==> src/rtl/ps2_evt_pkg.sv <==
// Shared types for the ps2_key event path: the queued event record and
// the helper that forms the 11-bit ps2_key word from it.
package ps2_evt_pkg;
  localparam int PS2_W = 11;

  typedef struct packed {
    logic       pressed;
    logic       ext;
    logic [7:0] code;
  } ps2_evt_t;

  function automatic logic [PS2_W-1:0] ps2_pack(input logic toggle, input ps2_evt_t evt);
    return {toggle, evt};
  endfunction
endpackage

==> src/rtl/sync_fifo.sv <==
// Single-clock show-ahead FIFO; a push while full is accepted when a pop
// happens in the same cycle.
module sync_fifo #(
  parameter int WIDTH = 10,
  parameter int DEPTH = 8,
  localparam int AW = $clog2(DEPTH)
) (
  input  logic             clk_sys,
  input  logic             reset,
  input  logic             push,
  input  logic [WIDTH-1:0] din,
  input  logic             pop,
  output logic [WIDTH-1:0] dout,
  output logic             full,
  output logic             empty,
  output logic [AW:0]      level
);
  logic [WIDTH-1:0] mem [DEPTH];
  logic [AW:0]      wr_ptr, rd_ptr;
  logic             do_push, do_pop;

  // Pointers carry one extra wrap bit so full and empty are distinguishable.
  assign level   = wr_ptr - rd_ptr;
  assign full    = (level == (AW+1)'(DEPTH));
  assign empty   = (wr_ptr == rd_ptr);
  assign dout    = mem[rd_ptr[AW-1:0]];
  assign do_pop  = pop && !empty;
  assign do_push = push && (!full || do_pop);

  always_ff @(posedge clk_sys) begin
    if (reset) begin
      wr_ptr <= '0;
      rd_ptr <= '0;
    end else begin
      if (do_push) wr_ptr <= wr_ptr + 1'b1;
      if (do_pop)  rd_ptr <= rd_ptr + 1'b1;
    end
  end

  always_ff @(posedge clk_sys) begin
    if (do_push && !reset) mem[wr_ptr[AW-1:0]] <= din;
  end
endmodule

==> src/rtl/ps2_key_event_gen.sv <==
// Converts NKEYS virtual key levels into rate-limited make/break events on
// the 11-bit ps2_key bus: scanner -> event FIFO -> emitter.
module ps2_key_event_gen
  import ps2_evt_pkg::*;
#(
  parameter int NKEYS      = 16,
  parameter int FIFO_DEPTH = 8,
  parameter int GAP        = 4
) (
  input  logic                          clk_sys,
  input  logic                          reset,
  input  logic [NKEYS-1:0]              key_in,
  input  logic [NKEYS*9-1:0]            key_code,
  input  logic                          mask,
  output logic [PS2_W-1:0]              ps2_key,
  output logic                          busy,
  output logic [$clog2(FIFO_DEPTH):0]   fifo_level
);
  localparam int IW = (NKEYS > 1) ? $clog2(NKEYS) : 1;
  localparam int GW = $clog2(GAP + 1);
  localparam int EW = $bits(ps2_evt_t);

  localparam logic ST_IDLE = 1'b0;
  localparam logic ST_WAIT = 1'b1;

  logic [NKEYS-1:0] tgt, reported, diff;
  logic             scan_hit;
  logic [IW-1:0]    scan_idx;
  logic [EW-1:0]    push_evt, fifo_dout;
  logic             fifo_push, fifo_pop, fifo_full, fifo_empty;
  logic             state;
  logic [GW-1:0]    gap;

  assign tgt  = mask ? '0 : key_in;
  assign diff = tgt ^ reported;

  // Downward loop so the lowest differing index wins.
  always_comb begin
    scan_hit = 1'b0;
    scan_idx = '0;
    for (int i = NKEYS-1; i >= 0; i--) begin
      if (diff[i]) begin
        scan_hit = 1'b1;
        scan_idx = IW'(i);
      end
    end
  end

  assign push_evt  = {tgt[scan_idx], key_code[9*scan_idx +: 9]};
  assign fifo_pop  = (state == ST_IDLE) && !fifo_empty;
  assign fifo_push = scan_hit && (!fifo_full || fifo_pop);

  sync_fifo #(.WIDTH(EW), .DEPTH(FIFO_DEPTH)) u_fifo (
    .clk_sys (clk_sys),
    .reset   (reset),
    .push    (fifo_push),
    .din     (push_evt),
    .pop     (fifo_pop),
    .dout    (fifo_dout),
    .full    (fifo_full),
    .empty   (fifo_empty),
    .level   (fifo_level)
  );

  // WAIT leaves one cycle early (at gap==1) so pops land exactly GAP apart.
  always_ff @(posedge clk_sys) begin
    if (reset) begin
      state    <= ST_IDLE;
      gap      <= '0;
      ps2_key  <= '0;
      reported <= '0;
    end else begin
      if (fifo_push) reported[scan_idx] <= tgt[scan_idx];
      case (state)
        ST_IDLE: begin
          if (fifo_pop) begin
            ps2_key <= ps2_pack(~ps2_key[PS2_W-1], ps2_evt_t'(fifo_dout));
            gap     <= GW'(GAP - 1);
            state   <= (GAP > 1) ? ST_WAIT : ST_IDLE;
          end
        end
        default: begin
          gap <= gap - 1'b1;
          if (gap == GW'(1)) state <= ST_IDLE;
        end
      endcase
    end
  end

  assign busy = (fifo_level != '0) || (state == ST_WAIT);
endmodule

==> config.mk <==
export PLATFORM = sky130hd
export DESIGN_NAME = ps2_key_event_gen
export DESIGN_NICKNAME = d
export VERILOG_FILES = /design/src/rtl/ps2_evt_pkg.sv /design/src/rtl/sync_fifo.sv /design/src/rtl/ps2_key_event_gen.sv
export SDC_FILE = /design/constraint.sdc
export NUM_CORES = 1
export LEC_CHECK = 0
export CAP_MARGIN = 5
export CELL_PAD_IN_SITES_DETAIL_PLACEMENT = 1
export CELL_PAD_IN_SITES_GLOBAL_PLACEMENT = 1
export CORE_ASPECT_RATIO = 0.5
export CORE_MARGIN = 8
export CORE_UTILIZATION = 39
export CTS_CLUSTER_DIAMETER = 40
export CTS_CLUSTER_SIZE = 20
export DETAILED_ROUTE_END_ITERATION = 7
export PLACE_DENSITY = 0.91
export SYNTH_ARGS = -nofsm -noshare
export SYNTH_HDL_FRONTEND = slang
export SYNTH_SLANG_ARGS = --single-unit
==> constraint.sdc <==
create_clock -name clk_sys -period 4.5 [get_ports clk_sys]
set_input_delay 0.9 -clock clk_sys [delete_from_list [all_inputs] [get_ports clk_sys]]
set_output_delay 0.9 -clock clk_sys [all_outputs]
set_load 0.02 [all_outputs]
## After elaboration in Yosys (flattened, before gate mapping)

Memory sizes are Yosys's and may differ from the RTL's. A register that Yosys moved wholly into a read port is not among the register bits.
Cells that the tools add are included.

| word-level totals | value |
|---|---|
| flip-flop bits (word level) | 39 |
| bits in latches | 0 |
| RAM bits | 80 |
| bits in read-only memories | 0 |
| input bits | 163 |
| output and inout port bits | 16 |
| word-level logic and storage cells | 81 |
| memories kept | 1 |

| operators by class | value |
|---|---|
| $add $sub $neg | 4 |
| multipliers | 1 |
| divide/modulo/power cells | 0 |
| $lt $le $gt $ge | 2 |
| equality and inequality tests | 3 |
| shift operators | 1 |
| muxes and demuxes | 45 |
| bitwise operators | 3 |
| reductions and logical operators | 15 |

Memory list:

| memory | words | width | read ports | clocked after Yosys merged registers in | wr ports | RTL line | source |
|---|---|---|---|---|---|---|---|
| u_fifo.mem | 8 | 10 | 1 | 1 | 1 | sync_fifo.sv:18 | `logic [WIDTH-1:0] mem [DEPTH];` |

Operators with widths:

| kind | count |
|---|---|
| variable part select 144 x 9 -> 9 bit | 1 |
| two-way mux 4 bit | 16 |
| two-way mux 1 bit | 23 |
| bitwise mux 16 bit | 1 |
| two-way mux 16 bit | 1 |
| XOR 16 bit | 1 |
| adder 4 x 1 -> 4 bit (second input constant) | 2 |
| multiplier 4 x 4 -> 8 bit (first input constant) | 1 |
| logical AND 1 bit | 6 |
| two-way mux 3 bit | 2 |
| < comparator 4 x 5 -> 1 bit (second input constant) | 1 |
| binary-select mux 1 bit (select 4 bit) | 1 |
| demux 1 bit (select 4 bit) | 1 |
| equality test 4 bit | 1 |
| equality test 4 bit (second input constant) | 1 |
| >= comparator 4 x 1 -> 1 bit (second input constant) | 1 |
| nonzero test 4 bit | 1 |
| subtractor 4 bit | 1 |
| equality test 3 x 1 -> 1 bit (second input constant) | 1 |
| zero test 1 bit | 3 |
| logical OR 1 bit | 3 |
| subtractor 3 x 1 -> 3 bit (second input constant) | 1 |
| NOT 1 bit | 2 |
| AND reduction 2 bit | 1 |
| nonzero test 2 bit | 1 |

## Logic depth before layout (Yosys ltp)

Gate-level depths: netlist of run 1.

| depth | value |
|---|---|
| depth after elaboration | 23 |
| depth in mapped cells | 14 |

## Hierarchy

A second synthesis of run 1 with hierarchy kept.

| unflattened totals | value |
|---|---|
| cells, all modules | 661 |
| area total of the unflattened synthesis | 7115.6 µm² |

Modules (own cells, without submodules):

| module | instances | cells each | area each (µm²) | sequential area each (µm²) |
|---|---|---|---|---|
| sync_fifo | 1 | 191 | 3632.2 | 2622.5 |
| ps2_key_event_gen | 1 | 470 | 3483.3 | 620.6 |

## Worst setup path after synthesis of run 1

Ideal clock, no wire load.

| path | value |
|---|---|
| path kind | input-to-reg |
| start | input port key_in[5] |
| end | memory u_fifo.mem[0][0], enable pin |
| setup time | 0.404 ns |
| arrival | 3.296 ns |
| required time | 4.096 ns |
| path slack | 0.801 ns |
| stages | 9 |
| buffers on the path | 1 |
| cells stage by stage | buf_2 -> xnor2_1 -> a32oi_1 -> and2_1 -> or2_2 -> nor3b_1 -> a22o_1 -> or2_1 -> nor4_1 |

| between the ends | value |
|---|---|
| longest elaborated chain between the ends | 13 |

Ends and longest elaborated chain:

| item | RTL line | source |
|---|---|---|
| from (decl) | ps2_key_event_gen.sv:12 | `input logic [NKEYS-1:0] key_in,` |
| two-way mux 16 bit | ps2_key_event_gen.sv:34 | `assign tgt = mask ? '0 : key_in;` |
| XOR 16 bit | ps2_key_event_gen.sv:35 | `assign diff = tgt ^ reported;` |
| two-way mux 1 bit (6 in a row) | ps2_key_event_gen.sv:42 | `if (diff[i]) begin` |
| logical AND 1 bit | ps2_key_event_gen.sv:51 | `assign fifo_push = scan_hit && (!fifo_full \|\| fifo_pop);` |
| logical AND 1 bit | sync_fifo.sv:28 | `assign do_push = push && (!full \|\| do_pop);` |
| logical AND 1 bit | sync_fifo.sv:41 | `if (do_push && !reset) mem[wr_ptr[AW-1:0]] <= din;` |
| two-way mux 1 bit | sync_fifo.sv:41 |  |
| two-way mux 1 bit (implied by the code) | sync_fifo.sv:41 |  |
| to (decl) | sync_fifo.sv:18 |  |

No other way between the ends.

## Worst setup path in the final report of run 1

| path | value |
|---|---|
| start | input port mask |
| end | memory u_fifo.mem[1][8], data pin |

| between the ends | value |
|---|---|
| longest elaborated chain between the ends | 20 |

Ends and longest elaborated chain:

| item | RTL line | source |
|---|---|---|
| from (decl) | ps2_key_event_gen.sv:14 | `input logic mask,` |
| two-way mux 16 bit * | ps2_key_event_gen.sv:34 |  |
| XOR 16 bit * | ps2_key_event_gen.sv:35 |  |
| two-way mux 4 bit (15 in a row) | ps2_key_event_gen.sv:42 |  |
| two-way mux 4 bit * | ps2_key_event_gen.sv:42 |  |
| multiplier 4 x 4 -> 8 bit * | ps2_key_event_gen.sv:49 | `assign push_evt = {tgt[scan_idx], key_code[9*scan_idx +: 9]};` |
| variable part select 144 x 9 -> 9 bit * | ps2_key_event_gen.sv:49 |  |
| net push_evt[8] | ps2_key_event_gen.sv:29 | `logic [EW-1:0] push_evt, fifo_dout;` |

The timed path passes the listed nets; every way through them passes the cells marked *.

==> results.yml, run 1 <==
yosys:
  synth_top_area_share_pct: 33.7
  synth_warnings: 0
  synth-edff-count: 80
  synthTopCellsByArea: "edfxtp_1, dfxtp_1, mux4_2, mux2i_1, nand2_1"
  yosys-top-cells-count: "edfxtp_1, nand2_1, nor2_1, mux2i_1, dfxtp_1"
  ys.flop_type: "edfxtp_1"
  post-synth-top-count-cell: "edfxtp_1"
  synth.distinct_cells: 72
  syn_inst: 665
  synth_top_cell_by_area: "edfxtp_1"
  ys_ff_latch: 119
  synthArstFlopShare_pct: 0
  synth_nets: 836
  avgSynthCellArea_um2: 10.7
  seq_area_frac_synth_pct: 44.6
  netlist_area_mm2: 0.00713
power:
  seqPwrFrac_pct: 29.2
  p_leak_nw: 3.49
  combinationalPowerShare_pct: 44.1
  clock_power_share_pct: 26.7
  powerDensity_mw_per_mm2: 550
  total_power_w: 0.00545
  switching_share_pct: 39.0
  power.internal_w: 0.00332
  vdd_drop_max_mv: 0.359
  p_switching_w: 0.00213
timing:
  slew-limit-headroom_pct: 28.6
  worst_clock_skew_ns: 0.0114
  setup_ws_ns: -0.00134
  setup_violations: 1
  hold_viol: 0
  fin_setup_tns_ns: -0.00134
  rsz0062_at_grt: "no"
  period_share_pct: 100
  worst_slew_pin_slew_ns: 1.07
  fin_crit_ns: 4.50
  finalMaxSlewViolations: 0
  fmax_ghz: 0.222
clock_network:
  cts.sinks: 119
  clock_latency_ns: 0.41
  clockRootBuffer: "clkbuf_16"
  post-cts-setup-buffer-count: 0
  numCtsBuffers: 17
  holdBufCountCts: 0
  clkTransAtPathRegs_ns: 0.06
  cts_max_level: 4
  cts_tree: "built"
  clock_path_buffers: 2
place:
  place_congestion: 0.892
  dp.cells: 1070
  dp_slack_ns: -0.222
  hpwl_mm: 20.6
  io_buffers: 178
drt:
  viasPerCell: 6.37
  drt_iter0_drc: 728
  firstDrtPassIters: 5
  totalWireLength_mm: 31.8
  routedWlPerCell_um: 28.9
  num_vias: 7024
  drtAntennaViolNets: 0
  drc: 0
setup_path:
  critical_path.top_delay_family: "buffers and inverters"
  cp_data_required_time_ns: 4.60
  arrival_ns: 4.60
  crit_path_frequent_cell: "buf_12"
  cp_slowest_cell: "clkdlybuf4s50_1"
  ff2ff_setup_slack_ns: 0.62
  cp-start-kind: "input pin"
  critPathMaxFanout: 26
  path_cells: "clkdlybuf4s50_1, buf_4, nor4bb_1, a32oi_1, and2_1, o41ai_4, buf_12, buf_12, mux2i_1, mux2_2, o22ai_1, a211o_1"
  worst-path-buf-inv: 4
  slowest_delay_ns: 0.56
  crit_type: "input pin to flop"
  end_kind: "flop"
global_route:
  grt.overflow.total: 0
  grt_pass1_vias: 7521
  grt_pass1_wl_mm: 47.0
  antenna_found_initial: 0
  grt_max_degree: 41
  track_usage_pct: 26.5
cells_and_area:
  nets: 1020
  drive_above_1_share_pct: 14.2
  antennaDiodeCount: 0
  area_growth_pct: 38.8
  fin_cells: 1102
run_status:
  failed_checks: "negative setup slack"
  status: "finished, violations left"
floorplan:
  start_util_pct: 39.3
  ios: 179
  die_y_um: 112
  fp-row-count: 35
  core_area_mm2: 0.0182
  fp.dieArea_mm2: 0.0231
  die_w_um: 207
run:
  maxCapViolCount: 0
min_path:
  hold_class: "flop to flop"
==> worst paths after layout <==
path,start,to,cells after the start
worst max register to register,u_fifo.rd_ptr[2],u_fifo.mem[7][2],9
worst min register to register,ps2_key[9],ps2_key[9],2
worst max-delay path,mask,u_fifo.mem[1][8],12
worst min-delay path,ps2_key[9],ps2_key[9],2
==> tightest hold or removal path, delay by kind of cell, from the launching register on <==
kind,cells,cell delay [ns]
AOI/OAI and AO/OA,1,0.05
DFF,1,0.31
and+or+nand+nor,1,0.10
==> timing repair <==
item,in CTS,in global routing
gates cloned,0,0
resized for setup,1,4
endpoints found under the hold margin,0,0
setup endpoints to repair,8,32
==> layout by cell type (no fill, tap or decap), types with 12 or more instances in the layout <==
| cell type | netlist | routed |
|---|---|---|
| a211oi_1 | 16 | 16 |
| a31oi_1 | 24 | 23 |
| and2_1 | 14 | 14 |
| buf_4 | 3 | 30 |
| clkbuf_16 | 0 | 17 |
| clkdlybuf4s50_1 | 0 | 178 |
| dfxtp_1 | 39 | 39 |
| edfxtp_1 | 80 | 80 |
| inv_1 | 14 | 14 |
| mux2_2 | 18 | 18 |
| mux2i_1 | 41 | 41 |
| mux4_2 | 22 | 22 |
| nand2_1 | 56 | 56 |
| nand3_1 | 19 | 19 |
| nor2_1 | 50 | 50 |
| nor2b_1 | 20 | 20 |
| nor3_1 | 12 | 12 |
| o21ai_0 | 25 | 25 |
| xnor2_1 | 19 | 19 |
==> routing by layer <==
layer	track usage (%)	up-vias	part of all wire, %
li1	-	2912	-
met1	28.6	3486	36
met2	46.8	482	50
met3	7.23	144	8.1
met4	15.2	0	5.5
met5	0	-	0
==> through the flow <==
| stage | utilization, % | hold WS [ns] | cell area (um^2) |
|---|---|---|---|
| after floorplan | - | 0.458 | 7130 |
| after detailed placement | 51.1 | 0.500 | 9280 |
| after global placement | 51.1 | 0.465 | 9280 |
| after CTS | 54.4 | 0.507 | 9890 |
| final | 54.5 | 0.500 | 9900 |
| after global routing | 54.5 | 0.529 | 9900 |
==> flip-flops by register name, indices dropped and copies added (netlist names) <==
| name | cells |
|---|---|
| ps2_key | 11 |
| state | 1 |
| u_fifo.mem | 80 |
| reported | 16 |
| gap | 3 |
| u_fifo.wr_ptr | 4 |
| u_fifo.rd_ptr | 4 |
==> layout make-up <==
type	instances	area, um^2
repair buffers	212	2080
clock inverters	15	179
well taps	240	300
fillers	1897	8270
inverters	15	58.8
clock buffers	17	425
flip-flops and latches	119	3180
multi-input cells	484	3670
==> cells by family (layout without fill, tap and decap cells) <==
| logic type | Yosys count | count (layout) | share of synthesized area [%] |
|---|---|---|---|
| multiplexers | 82 | 82 | 15.9 |
| buffers and inverters | 62 | 259 | 4.09 |
| AO/OA/AOI/OAI | 149 | 149 | 14.9 |
| adder cells (fa/ha/maj) | 8 | 8 | 1.51 |
| XOR/XNOR | 24 | 24 | 2.95 |
| flip-flops | 119 | 119 | 44.6 |
| AND/OR/NAND/NOR | 221 | 221 | 16.0 |
==> power groups by stage <==
| stage | clock network (W) | registers, W | logic [W] |
|---|---|---|---|
| final | 0.00145 | 0.00159 | 0.00240 |
| after global routing | 0.00150 | 0.00160 | 0.00250 |
| after CTS | 0.00145 | 0.00159 | 0.00235 |
| after detailed placement | 0 | 0.00159 | 0.00224 |
| after global placement | 0 | 0.00157 | 0.00211 |
| after floorplan | 0 | 0.00157 | 0.00135 |
No activity file was read; power rests on OpenSTA's default activity.
==> run 2, diff against run 1 <==
Settings changed: CORE_ASPECT_RATIO 0.5 to 1.5, SLEW_MARGIN from default to 20.
Clock period 4.5 ns to 4.4 ns, I/O delays scaled along.
==> results.yml, run 2 (synthesis results as in run 1) <==
setup_path:
  end_kind: "flop"
  cp-start-kind: "input pin"
  crit_path_frequent_cell: "buf_4"
  critPathMaxFanout: 10
  crit_type: "input pin to flop"
  path_cells: "clkdlybuf4s50_1, buf_4, inv_1, buf_4, a211oi_1, o221ai_1, a311o_1, a21oi_4, buf_4, mux2i_1, nor3_1, nor3_2, a31oi_1"
  slowest_delay_ns: 0.60
  cp_data_required_time_ns: 4.50
  cp_slowest_cell: "a31oi_1"
  worst-path-buf-inv: 5
  arrival_ns: 4.30
  critical_path.top_delay_family: "compound AO/OA/AOI/OAI gates"
global_route:
  grt_pass1_wl_mm: 40.9
  grt_max_degree: 59
  grt.overflow.total: 0
  grt_pass1_vias: 7219
  track_usage_pct: 23.1
  antenna_found_initial: 1
place:
  io_buffers: 178
  hpwl_mm: 19.5
  place_congestion: 0.908
  dp_slack_ns: -0.0660
cells_and_area:
  regArea_mm2: 0.00318
  multi_input_area_mm2: 0.00369
  fill_cells: 1925
  largest_reg_flops: 80
  drive_above_1_share_pct: 15.6
  area_growth_pct: 39.4
  nets: 1037
  final_common_cell: "clkdlybuf4s50_1"
  layout_common_cells: "clkdlybuf4s50_1, edfxtp_1, nand2_1"
power:
  p_leak_nw: 3.54
  vdd_drop_max_mv: 0.298
  powerDensity_mw_per_mm2: 523
timing:
  worst_clock_skew_ns: 0.0105
  fin_setup_tns_ns: 0
  fmax_ghz: 0.238
  rsz0062_at_grt: "no"
  setup_violations: 0
  period_share_pct: 95.5
  finalMaxSlewViolations: 0
  setup_ws_ns: 0.199
  fin_crit_ns: 4.20
  hold_viol: 0
  slew-limit-headroom_pct: 45.6
  worst_slew_pin_slew_ns: 0.812
clock_network:
  clock_latency_ns: 0.42
  clockRootBuffer: "clkbuf_16"
  numCtsBuffers: 17
  post_cts_resized: 0
  cts_max_level: 4
  cts_tree: "built"
  holdBufCountCts: 0
  cts.sinks: 119
  clock_path_buffers: 2
  post-cts-setup-buffer-count: 0
  clkTransAtPathRegs_ns: 0.06
drt:
  firstDrtPassIters: 4
  routedWlPerCell_um: 24.3
  drtAntennaViolNets: 0
  drc: 0
  viasPerCell: 5.92
  num_vias: 6489
  totalWireLength_mm: 26.7
  drt_iter0_drc: 497
floorplan:
  core_area_mm2: 0.0179
  start_util_pct: 39.8
  fp.dieArea_mm2: 0.0230
  die_w_um: 126
  ios: 179
  die_y_um: 182
  fp-row-count: 60
min_path:
  hold_class: "flop to flop"
run_status:
  status: "finished, final reports clean"
run:
  maxCapViolCount: 0
[run 2: where the power goes]
part	total (W)	switching, W	internal (W)
combinational	0.00233	0.00129	0.00105
clock	0.00127	0.000498	0.000768
sequential	0.00160	0.000124	0.00148
total	0.00520	0.00191	0.00329
[run 2: final timing paths]
| path | from | end | slack [ns] | depth (start not counted) |
|---|---|---|---|---|
| hold / removal | gap[2] | gap[2] | 0.49 | 2 |
| setup / recovery | mask | u_fifo.mem[0][9] | 0.20 | 13 |
| setup reg to reg | reported[14] | u_fifo.mem[0][9] | 0.89 | 10 |
| hold reg to reg | gap[2] | gap[2] | 0.49 | 2 |
[run 2: area by class of cell]
type / count / share of cell area [%]
Antenna cell: 1 / 0.0252
Clock buffer: 22 / 4.47
Clock inverter: 10 / 0.831
Inverter: 15 / 0.566
Multi-Input combinational cell: 484 / 37.1
Sequential cell: 119 / 32.0
Tap cell: 217 / 2.73
Timing Repair Buffer: 229 / 22.3
[run 2: worst min-delay path, stage by stage (launching register included)]
cell and delay, ns:
dfxtp_1 0.32, o21ai_0 0.07, a21oi_1 0.06
[run 2: metal layers]
layer	vias to the layer above	routed length [um]	GRT usage (%)
met5	-	0	0
met4	0	1150	12.8
met3	73	1300	3.75
met2	267	14300	42.5
met1	3214	9980	24.4
li1	2935	-	-
[run 2: metrics by stage]
stage / instances / util (%) / instance area (um^2) / total power (W) / hold slack [ns]
6_report: 1097 / 55.4 / 9940 / 0.00520 / 0.493
5_1_grt: 1097 / 55.4 / 9940 / 0.00542 / 0.520
4_1_cts: 1096 / 55.4 / 9940 / 0.00521 / 0.499
3_5_place_dp: 1064 / 52.5 / 9410 / 0.00390 / 0.491
3_3_place_gp: 1064 / 52.5 / 9410 / 0.00377 / 0.472
2_1_floorplan: 665 / - / 7130 / 0.00299 / 0.458
==> run 3, diff against run 2 <==
Settings changed: TNS_END_PERCENT from default to 1.
==> results of run 3 <==
Same layout as run 2: the final DEF is identical, and so are final timing and power.
